--- src/rtl/tdsp_bus_pkg.sv ---
// Shared types and defaults for the tdsp bus arbiter and its request picker.
package tdsp_bus_pkg;

  typedef enum logic [1:0] {
    ST_IDLE = 2'd0,
    ST_BUSY = 2'd1,
    ST_DONE = 2'd2
  } state_e;

  localparam int DEF_N_REQ   = 4;
  localparam int DEF_ADDR_W  = 16;
  localparam int DEF_DATA_W  = 16;
  localparam int DEF_TIMEOUT = 255;

  // Watchdog must count 0..TIMEOUT-1 and still be wide enough for TIMEOUT itself.
  function automatic int wd_width(input int timeout);
    return $clog2(timeout + 1);
  endfunction

endpackage

--- src/rtl/tdsp_rr_pick.sv ---
// Combinational priority picker: first set request scanning upward from ptr_i
// with wrap. Returns the one-hot grant and its binary index.
module tdsp_rr_pick #(
  parameter int N_REQ = 4,
  parameter int PTR_W = 2
) (
  input  logic [N_REQ-1:0] req_i,
  input  logic [PTR_W-1:0] ptr_i,
  output logic [N_REQ-1:0] gnt_o,
  output logic [PTR_W-1:0] idx_o
);

  localparam int SW = PTR_W + 1;
  localparam logic [PTR_W:0] SUM_N = SW'(N_REQ);

  logic [PTR_W:0]   sum;
  logic [PTR_W-1:0] j;
  logic             found;

  // ptr + k never reaches 2*N_REQ, so a single conditional subtract wraps it.
  always_comb begin
    gnt_o = '0;
    idx_o = '0;
    found = 1'b0;
    sum   = '0;
    j     = '0;
    for (int k = 0; k < N_REQ; k++) begin
      sum = {1'b0, ptr_i} + SW'(k);
      if (sum >= SUM_N) sum = sum - SUM_N;
      j = sum[PTR_W-1:0];
      if (!found && req_i[j]) begin
        found    = 1'b1;
        gnt_o[j] = 1'b1;
        idx_o    = j;
      end
    end
  end

endmodule

--- src/rtl/tdsp_bus_arbiter.sv ---
// N-requester arbiter onto one shared memory/port bus: latches the winner's
// request, holds it through BUSY, returns a one-cycle ack (or watchdog err).
module tdsp_bus_arbiter
  import tdsp_bus_pkg::*;
#(
  parameter int N_REQ   = DEF_N_REQ,
  parameter int ADDR_W  = DEF_ADDR_W,
  parameter int DATA_W  = DEF_DATA_W,
  parameter int RR_MODE = 1,
  parameter int TIMEOUT = DEF_TIMEOUT
) (
  input  logic                      clk_i,
  input  logic                      reset_i,
  input  logic [N_REQ-1:0]          req_go_i,
  input  logic [N_REQ-1:0]          req_read_i,
  input  logic [N_REQ*ADDR_W-1:0]   req_addr_i,
  input  logic [N_REQ*DATA_W-1:0]   req_wdata_i,
  output logic [N_REQ-1:0]          req_ack_o,
  output logic [N_REQ-1:0]          req_err_o,
  output logic [DATA_W-1:0]         req_rdata_o,
  output logic                      bus_go_o,
  output logic                      bus_read_o,
  output logic [ADDR_W-1:0]         bus_addr_o,
  output logic [DATA_W-1:0]         bus_wdata_o,
  input  logic                      bus_done_i,
  input  logic [DATA_W-1:0]         bus_rdata_i
);

  localparam int PTR_W = $clog2(N_REQ);
  localparam int WD_W  = wd_width(TIMEOUT);
  localparam logic [WD_W-1:0]  WD_LAST  = WD_W'(TIMEOUT - 1);
  localparam logic [PTR_W-1:0] LAST_IDX = PTR_W'(N_REQ - 1);

  state_e             state_q, state_d;
  logic               bus_read_q, bus_read_d;
  logic [ADDR_W-1:0]  bus_addr_q, bus_addr_d;
  logic [DATA_W-1:0]  bus_wdata_q, bus_wdata_d;
  logic [DATA_W-1:0]  rdata_q, rdata_d;
  logic [WD_W-1:0]    wd_q, wd_d;
  logic [PTR_W-1:0]   rr_ptr_q, rr_ptr_d;
  logic [PTR_W-1:0]   win_q, win_d;
  logic [N_REQ-1:0]   win_oh_q, win_oh_d;
  logic               ok_q, ok_d;

  logic [PTR_W-1:0]   pick_ptr;
  logic [PTR_W-1:0]   pick_idx;
  logic [N_REQ-1:0]   pick_gnt;

  assign pick_ptr = (RR_MODE != 0) ? rr_ptr_q : '0;

  tdsp_rr_pick #(.N_REQ(N_REQ), .PTR_W(PTR_W)) u_pick (
    .req_i (req_go_i),
    .ptr_i (pick_ptr),
    .gnt_o (pick_gnt),
    .idx_o (pick_idx)
  );

  always_ff @(posedge clk_i) begin
    if (reset_i) begin
      state_q     <= ST_IDLE;
      bus_read_q  <= 1'b0;
      bus_addr_q  <= '0;
      bus_wdata_q <= '0;
      rdata_q     <= '0;
      wd_q        <= '0;
      rr_ptr_q    <= '0;
      win_q       <= '0;
      win_oh_q    <= '0;
      ok_q        <= 1'b0;
    end else begin
      state_q     <= state_d;
      bus_read_q  <= bus_read_d;
      bus_addr_q  <= bus_addr_d;
      bus_wdata_q <= bus_wdata_d;
      rdata_q     <= rdata_d;
      wd_q        <= wd_d;
      rr_ptr_q    <= rr_ptr_d;
      win_q       <= win_d;
      win_oh_q    <= win_oh_d;
      ok_q        <= ok_d;
    end
  end

  always_comb begin
    state_d     = state_q;
    bus_read_d  = bus_read_q;
    bus_addr_d  = bus_addr_q;
    bus_wdata_d = bus_wdata_q;
    rdata_d     = rdata_q;
    wd_d        = wd_q;
    rr_ptr_d    = rr_ptr_q;
    win_d       = win_q;
    win_oh_d    = win_oh_q;
    ok_d        = ok_q;
    case (state_q)
      ST_IDLE: begin
        if (|req_go_i) begin
          state_d     = ST_BUSY;
          win_d       = pick_idx;
          win_oh_d    = pick_gnt;
          bus_read_d  = req_read_i[pick_idx];
          bus_addr_d  = req_addr_i[pick_idx*ADDR_W +: ADDR_W];
          bus_wdata_d = req_wdata_i[pick_idx*DATA_W +: DATA_W];
          wd_d        = '0;
        end
      end
      ST_BUSY: begin
        // Completion takes precedence over a watchdog expiring in the same cycle.
        if (bus_done_i) begin
          state_d = ST_DONE;
          ok_d    = 1'b1;
          if (bus_read_q) rdata_d = bus_rdata_i;
        end else if (wd_q == WD_LAST) begin
          state_d = ST_DONE;
          ok_d    = 1'b0;
        end else begin
          wd_d = wd_q + 1'b1;
        end
      end
      ST_DONE: begin
        state_d  = ST_IDLE;
        rr_ptr_d = (win_q == LAST_IDX) ? '0 : win_q + 1'b1;
      end
      default: state_d = ST_IDLE;
    endcase
  end

  always_comb begin
    bus_go_o    = (state_q == ST_BUSY);
    bus_read_o  = bus_read_q;
    bus_addr_o  = bus_addr_q;
    bus_wdata_o = bus_wdata_q;
    req_rdata_o = rdata_q;
    req_ack_o   = '0;
    req_err_o   = '0;
    if (state_q == ST_DONE) begin
      if (ok_q) req_ack_o = win_oh_q;
      else      req_err_o = win_oh_q;
    end
  end

endmodule

--- config.mk ---
export PLATFORM = sky130hd
export DESIGN_NAME = tdsp_bus_arbiter
export DESIGN_NICKNAME = d
export VERILOG_FILES = /design/src/rtl/tdsp_bus_pkg.sv /design/src/rtl/tdsp_rr_pick.sv /design/src/rtl/tdsp_bus_arbiter.sv
export SDC_FILE = /design/constraint.sdc
export NUM_CORES = 1
export LEC_CHECK = 0
export BUFFER_PORTS_ARGS = -buffer_cell sky130_fd_sc_hd__buf_2
export CAP_MARGIN = 20
export CORE_UTILIZATION = 49
export CTS_BUF_LIST = sky130_fd_sc_hd__clkbuf_8 sky130_fd_sc_hd__clkbuf_16
export DETAILED_ROUTE_END_ITERATION = 12
export PLACE_DENSITY_LB_ADDON = 0.15
export SYNTH_ARGS = -nofsm -noshare
export SYNTH_HDL_FRONTEND = slang
export SYNTH_SLANG_ARGS = --single-unit
export TNS_END_PERCENT = 1
--- constraint.sdc ---
create_clock -name clk_i -period 5.2 [get_ports clk_i]
set_input_delay 0.26 -clock clk_i [delete_from_list [all_inputs] [get_ports clk_i]]
set_output_delay 0.26 -clock clk_i [all_outputs]
set_load 0.01 [all_outputs]
==> results.toml <==
[synth]
syn_inst = 420
synth_seq_cells = 68
ys.warnings.count = 0
synth-seq-area-share_pct = 34.0
synth_nets = 583
synth_area_per_cell_um2 = 9.53
yosys.cell_types.count = 42
synth.cell_area_um2 = 4000

[finish]
diodes = 0
area_growth_pct = 32.3
regArea_um2 = 1360
final_util_pct = 67.8
finalNetCount = 778
drive_gt1_share_pct = 39.4
design_area_um2 = 5300
final_common_cell = "buf_2"
fillerInstances = 649
layout_common_cells = "buf_2, mux2i_1, dfxtp_1, nand2_1, a22o_1"
multiInputGateArea_um2 = 2420

[pwr]
pwr-share-comb_pct = 24.4
ir_drop_uv = 197
p_leak_uw = 0.00288
power.internal_uw = 1120
clock_power_share_pct = 37.0
p_sw_share_pct = 27.2
power.share.sequential_pct = 38.7
p_sw_uw = 418
powerDensity_nw_per_um2 = 290

[floorplan]
start_util_pct = 51.3
dieArea_um2 = 8540
core_area_um2 = 7810
dieWidth_um = 92.4
io_pins = 213
die_y_um = 92.4
rows = 32

[clock_tree]
clock_path_buffers = 2
clock_latency_ns = 0.34
cts_sinks = 68
cts_tree = "yes"
postCtsHoldBufs = 0
htreeDepth = 3
clk_pin_slew_ns = 0.07
postCtsResizedCells = 0
post-cts-setup-buffer-count = 0
cts_root_buf = "clkbuf_8"
cts_inserted_buffers = 9

[drt]
wl_per_cell_um = 14.1
firstDrtPassIters = 4
drt_iter0_markers = 98
drc = 0
vias = 3785
ant_nets = 0
routed_wirelength_um = 10200
routed_via_density = 5.24

[global_routing]
first_global_vias = 3635
antenna_found_initial = 0
grt_first_pass_wirelength_um = 16300
grt_max_degree = 51
grt_usage_pct = 23.7
globalRouteOverflowTotal = 0

[timing]
report.final.slew_viol_count = 0
fin_crit_ns = 3.68
rsz0062_at_grt = "false"
finalWorstSetupSlack_ns = 1.52
finClkSkew_ns = 0.0122
worstMarginPinSlew_ns = 0.810
setup-violations-final = 0
hold_viol_final = 0
holdWs_ns = 0.158
tns_ns = 0
relSlewSlack_pct = 44.8
min_period_over_period_pct = 70.8
fmax_ghz = 0.271

[setup_path]
critPathRequiredTime_ns = 5.43
critPathCaptureType = "register"
worst_ep_arrival_time_ns = 3.91
max_stage_delay_ns = 0.70
crit_fanout = 50
cp_num_buf_inv = 2
critPathMostFrequentCell = "mux2i_1"
critPathKind = "reg2reg"
path_delay_family = "multiplexers"
startpoint_type = "register"
path_cells = "inv_1, ha_1, mux2i_1, o32ai_1, mux2i_4, buf_12, mux2i_1, mux2i_1, a22o_1"
cpMaxStageDelayCell = "dfxtp_1"

[place]
postPlaceCellArea_um2 = 5030
routabilityCongestion = 0.830
post-place-ws_ns = 1.52
dp.final_hpwl_um = 7610
io_buffers = 212

[status]
status = "complete, no violations"

[job]
maxCapViolations = 0

[worst_hold_path]
hold_path.class = "in2reg"
per-stage QoR:
| step | std cells | total power (uW) |
|---|---|---|
| global placement | 706 | 970 |
| detailed placement | 706 | 980 |
| finish | 722 | 1540 |
| floorplan | 420 | 852 |
| global route | 722 | 1610 |
| CTS | 722 | 1550 |
logic make-up (layout without fill, tap and decap cells):
logic type	after synthesis	in the layout	synth area share, %
fa+ha+maj	8	8	2.50
flops	68	68	34.0
compound gates	90	90	16.2
simple gates	99	99	11.5
mux	114	114	28.9
xor+xnor	3	3	0.656
buf+inv	38	238	6.25
power by group through the flow:
stage	clock, uW	sequential (uW)	combinational [uW]
after floorplan	0	616	236
after global placement	0	604	366
after detailed placement	0	604	376
after CTS	581	593	377
after global routing	601	599	407
final	568	594	374
layout make-up:
class | count | area share (%)
timing repair buffer | 216 | 20.8
multi-input combinational | 314 | 45.7
clock inverter | 7 | 2.62
inverter | 6 | 0.425
tap | 102 | 2.41
sequential | 68 | 25.7
clock buffer | 9 | 2.34
worst reg2reg max path, cell delays in order (launching register included):
cell and delay (ns):
dfxtp_1 0.70, inv_1 0.24, ha_1 0.53, mux2i_1 0.29
o32ai_1 0.14, mux2i_4 0.66, buf_12 0.39, mux2i_1 0.30
mux2i_1 0.11, a22o_1 0.21
routing by layer:
metal	wire, um	vias to the layer above	track usage, %
li1	-	1916	-
met1	4130	1719	26.3
met2	5210	135	42.6
met3	726	15	7.72
met4	119	0	7.68
met5	0	-	0
path summary, 6_finish.rpt:
check	start	endpoint	slack (ns)	depth (start not counted)
setup / recovery	pick_ptr[0]	bus_wdata_o[14]	1.52	9
setup reg to reg	pick_ptr[0]	bus_wdata_o[14]	1.52	9
hold / removal	bus_rdata_i[6]	req_rdata_o[6]	0.16	3
hold reg to reg	req_rdata_o[10]	req_rdata_o[10]	0.45	2
state kept, by name, indices dropped and copies added, names as in the netlist:
name         cells
req_rdata_o     16
ok_q             1
bus_read_o       1
bus_wdata_o     16
bus_addr_o      16
state_q          2
pick_ptr         2
win_q            2
win_oh_q         4
wd_q             8
Yosys cell counts:
library cell   count  area, um2
nor2b_1            2       12.5
o21a_1             1       7.51
buf_8              3       45.0
nand2b_1           4       25.0
nor3_1             1       5.00
buf_6              5       56.3
xnor2_1            1       8.76
o311ai_1           1       8.76
inv_1              6       22.5
dfxtp_1           68       1360
and2_1             4       25.0
a22o_1            37        324
o21ai_4            1       16.3
and3_1             6       37.5
a211o_1            2       17.5
nand4_1            1       6.26
nand2_1           40        150
mux4_2             1       22.5
nand3_1            6       30.0
mux2_2             4       45.0
xor2_1             2       17.5
nor2_1            25       93.8
nand4b_1           1       8.76
dlygate4sd1_1      3       26.3
ha_1               8        100
nor3b_1            2       15.0
o32ai_1            1       8.76
o22ai_1            1       6.26
or2_2              1       6.26
a21oi_1           33        165
mux2i_1          109       1090
o22ai_2            1       12.5
buf_2             11       55.1
or3b_1             1       8.76
o21ai_0            4       20.0
and3b_2            1       10.0
buf_4              2       15.0
clkbuf_1           8       30.0
nand3b_1           1       7.51
o211ai_1           1       7.51
a211oi_1           7       52.6
or3_1              3       18.8
Power figures use the tool's default switching activity.
